[config.mk]
export PLATFORM = sky130hd
export DESIGN_NAME = mult
export DESIGN_NICKNAME = d
export VERILOG_FILES = /design/src/rtl/mult_pkg.sv /design/src/rtl/mult_stage.sv /design/src/rtl/mult.sv
export SDC_FILE = /design/constraint.sdc
export NUM_CORES = 2
export LEC_CHECK = 0
export ABC_CLOCK_PERIOD_IN_PS = 22100
export BUFFER_PORTS_ARGS = -buffer_cell sky130_fd_sc_hd__buf_2
export CAP_MARGIN = 20
export CORE_MARGIN = 5
export CORE_UTILIZATION = 70
export DETAILED_ROUTE_END_ITERATION = 12
export PLACE_DENSITY_LB_ADDON = 0.1
export REMOVE_ABC_BUFFERS = 1
export SLEW_MARGIN = 10
export SYNTH_ARGS = -nofsm -noshare
export SYNTH_HDL_FRONTEND = slang
export SYNTH_SLANG_ARGS = --single-unit
[constraint.sdc]
create_clock -name clock -period 22.1 [get_ports clock]
set_clock_uncertainty 0.1 [all_clocks]
set_input_delay 1.105 -clock clock [delete_from_list [all_inputs] [get_ports clock]]
set_output_delay 1.105 -clock clock [all_outputs]
set_load 0.02 [all_outputs]
[src/rtl/mult_pkg.sv]
// Shared definitions for the integer multiply unit: operand/packet types,
// the RV32M multiply function encodings and the pipeline depth.
package mult_pkg;

    localparam int DATA_W      = 32;
    localparam int PROD_W      = 64;
    localparam int MULT_STAGES = 4;

    typedef logic [DATA_W-1:0] DATA;

    typedef enum logic [2:0] {
        M_MUL    = 3'b000,
        M_MULH   = 3'b001,
        M_MULHSU = 3'b010,
        M_MULHU  = 3'b011
    } MULT_FUNC;

    typedef struct packed {
        logic [6:0] funct7;
        logic [4:0] rs2;
        logic [4:0] rs1;
        logic [2:0] funct3;
        logic [4:0] rd;
        logic [6:0] opcode;
    } R_TYPE;

    typedef struct packed {
        R_TYPE r;
    } INST;

    typedef struct packed {
        INST        inst;
        logic       valid;
        logic       mult;
        logic [4:0] dest_reg;
    } DECODED_VALS;

    typedef struct packed {
        DECODED_VALS decoded_vals;
        logic [4:0]  rob_idx;
    } DECODED_PACK;

    typedef struct packed {
        DATA         rs1_value;
        DATA         rs2_value;
        DECODED_PACK decoded_vals;
    } ISSUE_PACKET;

    typedef struct packed {
        DATA         result;
        DECODED_PACK decoded_vals;
    } FU_PACKET;

    // Multiplier bits retired by each pipeline stage.
    function automatic int stage_bits(int stages);
        return PROD_W / stages;
    endfunction

endpackage

[src/rtl/mult_stage.sv]
// One multiply pipeline stage: adds the partial product for the next BITS
// multiplier bits into the running sum and registers the shifted operands.
module mult_stage
    import mult_pkg::*;
#(
    parameter int BITS = 16
) (
    input  logic              clock,
    input  logic              reset,
    input  logic              stall,
    input  logic              vld_in,
    input  logic [2:0]        func_in,
    input  DECODED_PACK       dec_in,
    input  logic [PROD_W-1:0] mcand_in,
    input  logic [PROD_W-1:0] mplier_in,
    input  logic [PROD_W-1:0] sum_in,
    output logic              vld_q,
    output logic [2:0]        func_q,
    output DECODED_PACK       dec_q,
    output logic [PROD_W-1:0] mcand_q,
    output logic [PROD_W-1:0] mplier_q,
    output logic [PROD_W-1:0] sum_q
);

    logic              vld_d;
    logic [2:0]        func_d;
    DECODED_PACK       dec_d;
    logic [PROD_W-1:0] mcand_d;
    logic [PROD_W-1:0] mplier_d;
    logic [PROD_W-1:0] sum_d;
    logic [PROD_W-1:0] partial;

    always_comb begin
        partial  = mcand_in * PROD_W'(mplier_in[BITS-1:0]);
        vld_d    = vld_q;
        func_d   = func_q;
        dec_d    = dec_q;
        mcand_d  = mcand_q;
        mplier_d = mplier_q;
        sum_d    = sum_q;
        if (!stall) begin
            vld_d    = vld_in;
            func_d   = func_in;
            dec_d    = dec_in;
            mcand_d  = mcand_in << BITS;
            mplier_d = mplier_in >> BITS;
            sum_d    = sum_in + partial;
        end
    end

    always_ff @(posedge clock or negedge reset) begin
        if (!reset) begin
            vld_q <= 1'b0;
        end else begin
            vld_q <= vld_d;
        end
    end

    // Payload is qualified by vld_q everywhere downstream, so it needs no reset.
    always_ff @(posedge clock) begin
        func_q   <= func_d;
        dec_q    <= dec_d;
        mcand_q  <= mcand_d;
        mplier_q <= mplier_d;
        sum_q    <= sum_d;
    end

endmodule

[src/rtl/mult.sv]
// Pipelined RV32M multiply unit: extends the operands per funct3, accumulates
// the 64-bit product over STAGES stages and presents the selected half.
module mult
    import mult_pkg::*;
#(
    parameter int STAGES = MULT_STAGES
) (
    input  logic        clock,
    input  logic        reset,
    input  ISSUE_PACKET is_pack,
    input  logic        rd_in,
    input  logic        stall,
    output FU_PACKET    fu_pack,
    output logic        data_ready
);

    localparam int BITS = stage_bits(STAGES);

    function automatic logic [PROD_W-1:0] extend(input DATA v, input logic is_signed);
        logic signed [DATA_W-1:0] s;
        logic        [PROD_W-1:0] r;
        s = $signed(v);
        if (is_signed) begin
            r = PROD_W'(s);
        end else begin
            r = PROD_W'(v);
        end
        return r;
    endfunction

    function automatic DATA select_result(input logic [2:0] func, input logic [PROD_W-1:0] prod);
        DATA r;
        case (func)
            M_MUL:                      r = prod[DATA_W-1:0];
            M_MULH, M_MULHSU, M_MULHU:  r = prod[PROD_W-1:DATA_W];
            default:                    r = '0;
        endcase
        return r;
    endfunction

    logic              vld_p    [0:STAGES];
    logic [2:0]        func_p   [0:STAGES];
    DECODED_PACK       dec_p    [0:STAGES];
    logic [PROD_W-1:0] mcand_p  [0:STAGES];
    logic [PROD_W-1:0] mplier_p [0:STAGES];
    logic [PROD_W-1:0] sum_p    [0:STAGES];
    logic              rs1_signed;
    logic              rs2_signed;
    logic              unused_tail;

    // Issue boundary: operand extension feeding the first stage.
    always_comb begin
        rs1_signed = (is_pack.decoded_vals.decoded_vals.inst.r.funct3 != M_MULHU);
        rs2_signed = (is_pack.decoded_vals.decoded_vals.inst.r.funct3 == M_MUL) ||
                     (is_pack.decoded_vals.decoded_vals.inst.r.funct3 == M_MULH);
    end

    assign vld_p[0]    = rd_in;
    assign func_p[0]   = is_pack.decoded_vals.decoded_vals.inst.r.funct3;
    assign dec_p[0]    = is_pack.decoded_vals;
    assign mcand_p[0]  = extend(is_pack.rs1_value, rs1_signed);
    assign mplier_p[0] = extend(is_pack.rs2_value, rs2_signed);
    assign sum_p[0]    = '0;

    for (genvar i = 0; i < STAGES; i++) begin : g_stage
        mult_stage #(
            .BITS (BITS)
        ) u_stage (
            .clock     (clock),
            .reset     (reset),
            .stall     (stall),
            .vld_in    (vld_p[i]),
            .func_in   (func_p[i]),
            .dec_in    (dec_p[i]),
            .mcand_in  (mcand_p[i]),
            .mplier_in (mplier_p[i]),
            .sum_in    (sum_p[i]),
            .vld_q     (vld_p[i+1]),
            .func_q    (func_p[i+1]),
            .dec_q     (dec_p[i+1]),
            .mcand_q   (mcand_p[i+1]),
            .mplier_q  (mplier_p[i+1]),
            .sum_q     (sum_p[i+1])
        );
    end

    // Fully consumed operands leaving the last stage carry no information.
    assign unused_tail = ^{mcand_p[STAGES], mplier_p[STAGES]};

    // Completion boundary: present the last stage, zeroed when idle.
    always_comb begin
        fu_pack    = '0;
        data_ready = vld_p[STAGES];
        if (vld_p[STAGES]) begin
            fu_pack.result       = select_result(func_p[STAGES], sum_p[STAGES]);
            fu_pack.decoded_vals = dec_p[STAGES];
        end
    end

endmodule

==> Flow_metrics.wiki <==
{| class="wikitable"
! Metric !! Value
|-
| Routability-driven placement congestion ratio || between 0.9 and 1
|-
| Port Buffer Count || 188
|-
| Top post-synthesis cells by count || sky130_fd_sc_hd__inv_1, sky130_fd_sc_hd__fa_1, sky130_fd_sc_hd__nand2_1
|-
| Number of remaining DRC errors || 0
|-
| Library cell with the highest instance count after synthesis || sky130_fd_sc_hd__inv_1
|-
| Pin count of the biggest net entering global routing || between 150 and 200
|-
| Horizontal extent of the die || approximately 310 um
|-
| Layout cell share with drive strength beyond 1 || 6.02%
|-
| Tightest Pin Transition || about 1100 ps
|-
| Antenna-violating nets left || 0
|-
| Effective utilization at floorplan || 70.3%
|-
| Fill cells || approximately 6400
|-
| Leading area contributor after synthesis || sky130_fd_sc_hd__fa_1
|-
| Critical path's most frequent cell || sky130_fd_sc_hd__fa_1
|-
| Die Footprint || ~98000 sq um
|-
| GRT Resource Usage Total || 32.3%
|-
| Wirelength, routed || between 150000 and 200000 um
|-
| Crit path largest cell delay || about 700 ps
|-
| RSZ-0062 raised after global routing || no
|-
| Clock network latency to the later pin of the worst-skew pair || between 600 and 700 ps
|-
| Max frequency || 109 MHz
|-
| Total setup buffers inserted after CTS || 0
|-
| Sort of element at the end of the critical path || register
|-
| Final critical path time including I/O delays and setup || 9180 ps
|-
| Yosys warnings || 0
|-
| Synthesized instance count || about 6000
|-
| Setup TNS || 0 ps
|-
| Startpoint-to-endpoint class of the critical path || reg -> reg
|-
| Area share of the largest cell type after synthesis || 38.1%
|-
| Post-detailed-placement half-perimeter wirelength || around 120000 um
|-
| Arrival time of the worst setup path || 9460 ps
|-
| Placeable core region || a little over 90000 sq um
|-
| Total CTS buffers || between 50 and 60
|-
| Master cell of the clock root buffer || sky130_fd_sc_hd__clkbuf_16
|-
| First-pass iteration count of the detailed router || 6
|-
| Status || complete, no violations
|-
| Number of antenna violations at the first check in global routing || 3
|-
| Sink Count || roughly 540
|-
| Clock transition at the register clock pins on the worst setup and hold paths after CTS || ~70 ps
|-
| Count of different cell masters after synthesis || 90
|-
| P&R area growth vs syn || 6.11%
|-
| CTS max path bufs || 3
|-
| Max-slew violation count || 0
|-
| Number of global-route vias before repair || between 40000 and 50000
|-
| Final count of negative-setup-slack endpoints || 0
|-
| Nets || 7733
|-
| Number of core rows || between 100 and 150
|-
| Mean cell area of the mapped netlist || roughly 11 sq um
|-
| Hold-fix buffers at CTS || 0
|-
| Hold crit path type || in -> async
|-
| Ranking of synthesized cells by area || sky130_fd_sc_hd__fa_1, sky130_fd_sc_hd__edfxtp_1, sky130_fd_sc_hd__inv_1, sky130_fd_sc_hd__ha_1, sky130_fd_sc_hd__nand2_1
|-
| Master of the slowest instance on the critical path || sky130_fd_sc_hd__edfxtp_1
|-
| TritonCTS clock tree || built
|-
| Die outline height || roughly 310 um
|-
| Final routed wire length divided by cell count || 20.8 um
|-
| Number of storage elements in the synthesis netlist || ~540
|-
| Total grt overflow || 0
|-
| Number of flops mapped to enable cells by yosys || 532
|-
| PostCTS Resize Cnt || 0
|-
| Tcrit/Tclk final || ~42%
|-
| Number of failing hold endpoints at the final stage || 0
|-
| DRC marker count from the first detailed-route iteration || between 3000 and 4000
|-
| Kind of start point of the critical path || register
|-
| CTS H-tree depth || 2
|-
| Required time of the critical path || between 20000 and 25000 ps
|-
| Primary FF master, synth || sky130_fd_sc_hd__edfxtp_1
|-
| Maximum fanout along the worst path || 19
|-
| Proportion of synthesized chip area in sequential cells || about a quarter
|-
| Wire length of the first global-routing pass || 249000 um
|-
| Io pins || ~190
|-
| Via count of the routed design || ~43000
|-
| Post-Syn Area || between 60000 and 70000 sq um
|-
| Max_cap viols || 0
|-
| Max-Slew Margin vs Limit || 29.6%
|-
| Async set-reset flop share out of synthesis || less than 1%
|-
| DR vias/cell || 5.84
|}
[state kept, by name, indices dropped and copies added, names as in the netlist]
signal                    cells
g_stage.u_stage.func_q        9
g_stage.u_stage.dec_q       167
g_stage.u_stage.sum_q       256
g_stage.u_stage.vld_q         4
g_stage.u_stage.mplier_q     19
g_stage.u_stage.mcand_q      81
[critical path: cells and delay by family, from the launching register on]
family | cells | cell delay [ps]
AO/OA/AOI/OAI | 10 | 2070
XOR/XNOR | 2 | 240
adder cells (fa/ha/maj) | 8 | 3810
buffers and inverters | 6 | 640
flip-flops | 1 | 700
AND/OR/NAND/NOR | 7 | 1330
[final timing paths]
| check | from | endpoint | slack, ps | depth (start not counted) |
|---|---|---|---|---|
| hold / removal | reset | g_stage[1].u_stage.vld_q | 150 | 1 |
| min in group clock | g_stage[1].u_stage.func_q[1] | g_stage[2].u_stage.func_q[1] | 290 | 0 |
| hold reg to reg | g_stage[1].u_stage.func_q[1] | g_stage[2].u_stage.func_q[1] | 290 | 0 |
| setup reg to reg | g_stage[0].u_stage.mplier_q[1] | g_stage[1].u_stage.sum_q[63] | 12920 | 33 |
| setup / recovery | g_stage[0].u_stage.mplier_q[1] | g_stage[1].u_stage.sum_q[63] | 12920 | 33 |
| max in group asynchronous | reset | g_stage[3].u_stage.vld_q | 21610 | 1 |
[kinds of logic (layout without fill, tap and decap cells)]
logic type / after synthesis / count (layout) / share of synthesized area [%]
xor+xnor: 235 / 235 / 3.21
fa+ha+maj: 1542 / 1542 / 44.4
buf+inv: 1448 / 1579 / 8.48
compound gates: 646 / 646 / 6.90
mux: 6 / 6 / 0.101
simple gates: 1581 / 1581 / 11.9
flops: 536 / 536 / 25.1
other cells: 0 / 2 / 0
[layout make-up]
| class | count | area (sq um) | area share, % |
|---|---|---|---|
| multi-input cells | 4010 | 42600 | 62.6 |
| flip-flops and latches | 536 | 16100 | 23.6 |
| inverters | 1251 | 4700 | 6.91 |
| clock buffers | 66 | 1500 | 2.21 |
| well taps | 1186 | 1480 | 2.18 |
| repair buffers | 221 | 1210 | 1.78 |
| clock inverters | 41 | 437 | 0.642 |
| diodes | 2 | 5.00 | 0.00736 |
[through the flow]
step / worst slack, ps / std cells / util, % / area, sq um / hold WS, ps
floorplan: 9790 / 5797 / - / 63400 / 300
global placement: 13120 / 7203 / 72.4 / 66100 / 300
detailed placement: 13020 / 7203 / 72.4 / 66100 / 305
CTS: 12940 / 7310 / 74.5 / 68000 / 110
global route: 12290 / 7311 / 74.5 / 68000 / 124
finish: 12920 / 7313 / 74.5 / 68000 / 152
[cell usage in the layout (no fill, tap or decap), types with 8 or more instances in the layout]
cell type / n
sky130_fd_sc_hd__buf_4: 31
sky130_fd_sc_hd__o2111ai_1: 8
sky130_fd_sc_hd__a21o_1: 94
sky130_fd_sc_hd__buf_2: 188
sky130_fd_sc_hd__inv_1: 1250
sky130_fd_sc_hd__o21ai_1: 12
sky130_fd_sc_hd__clkinv_2: 8
sky130_fd_sc_hd__edfxtp_1: 532
sky130_fd_sc_hd__o211ai_1: 13
sky130_fd_sc_hd__a211oi_1: 23
sky130_fd_sc_hd__nor2_1: 101
sky130_fd_sc_hd__xor2_1: 58
sky130_fd_sc_hd__o21ai_0: 102
sky130_fd_sc_hd__nand2b_1: 29
sky130_fd_sc_hd__o21bai_1: 28
sky130_fd_sc_hd__or3_1: 10
sky130_fd_sc_hd__clkinv_1: 13
sky130_fd_sc_hd__a22oi_1: 33
sky130_fd_sc_hd__nor2b_1: 54
sky130_fd_sc_hd__xnor2_1: 177
sky130_fd_sc_hd__nand2_1: 809
sky130_fd_sc_hd__and2_1: 444
sky130_fd_sc_hd__a21oi_1: 185
sky130_fd_sc_hd__nand3_1: 24
sky130_fd_sc_hd__a31oi_1: 17
sky130_fd_sc_hd__clkbuf_16: 59
sky130_fd_sc_hd__nor3b_1: 8
sky130_fd_sc_hd__o21a_1: 31
sky130_fd_sc_hd__fa_1: 1219
sky130_fd_sc_hd__and3_1: 17
sky130_fd_sc_hd__a211o_1: 8
sky130_fd_sc_hd__nand4_1: 19
sky130_fd_sc_hd__nor3_1: 28
sky130_fd_sc_hd__ha_1: 323
[layer usage]
metal  vias up  track usage [%]  share of wire (%)
met5         -                0             0.0085
met4         2             9.11                3.1
met3       365             6.08                8.3
met2      1800             53.9                 49
met1     21800             44.4                 40
li1      18800                -                  -
Power is left out: the tool's default activity adds up to more than one toggle a clock period on the data nets, which glitch-free logic cannot reach.
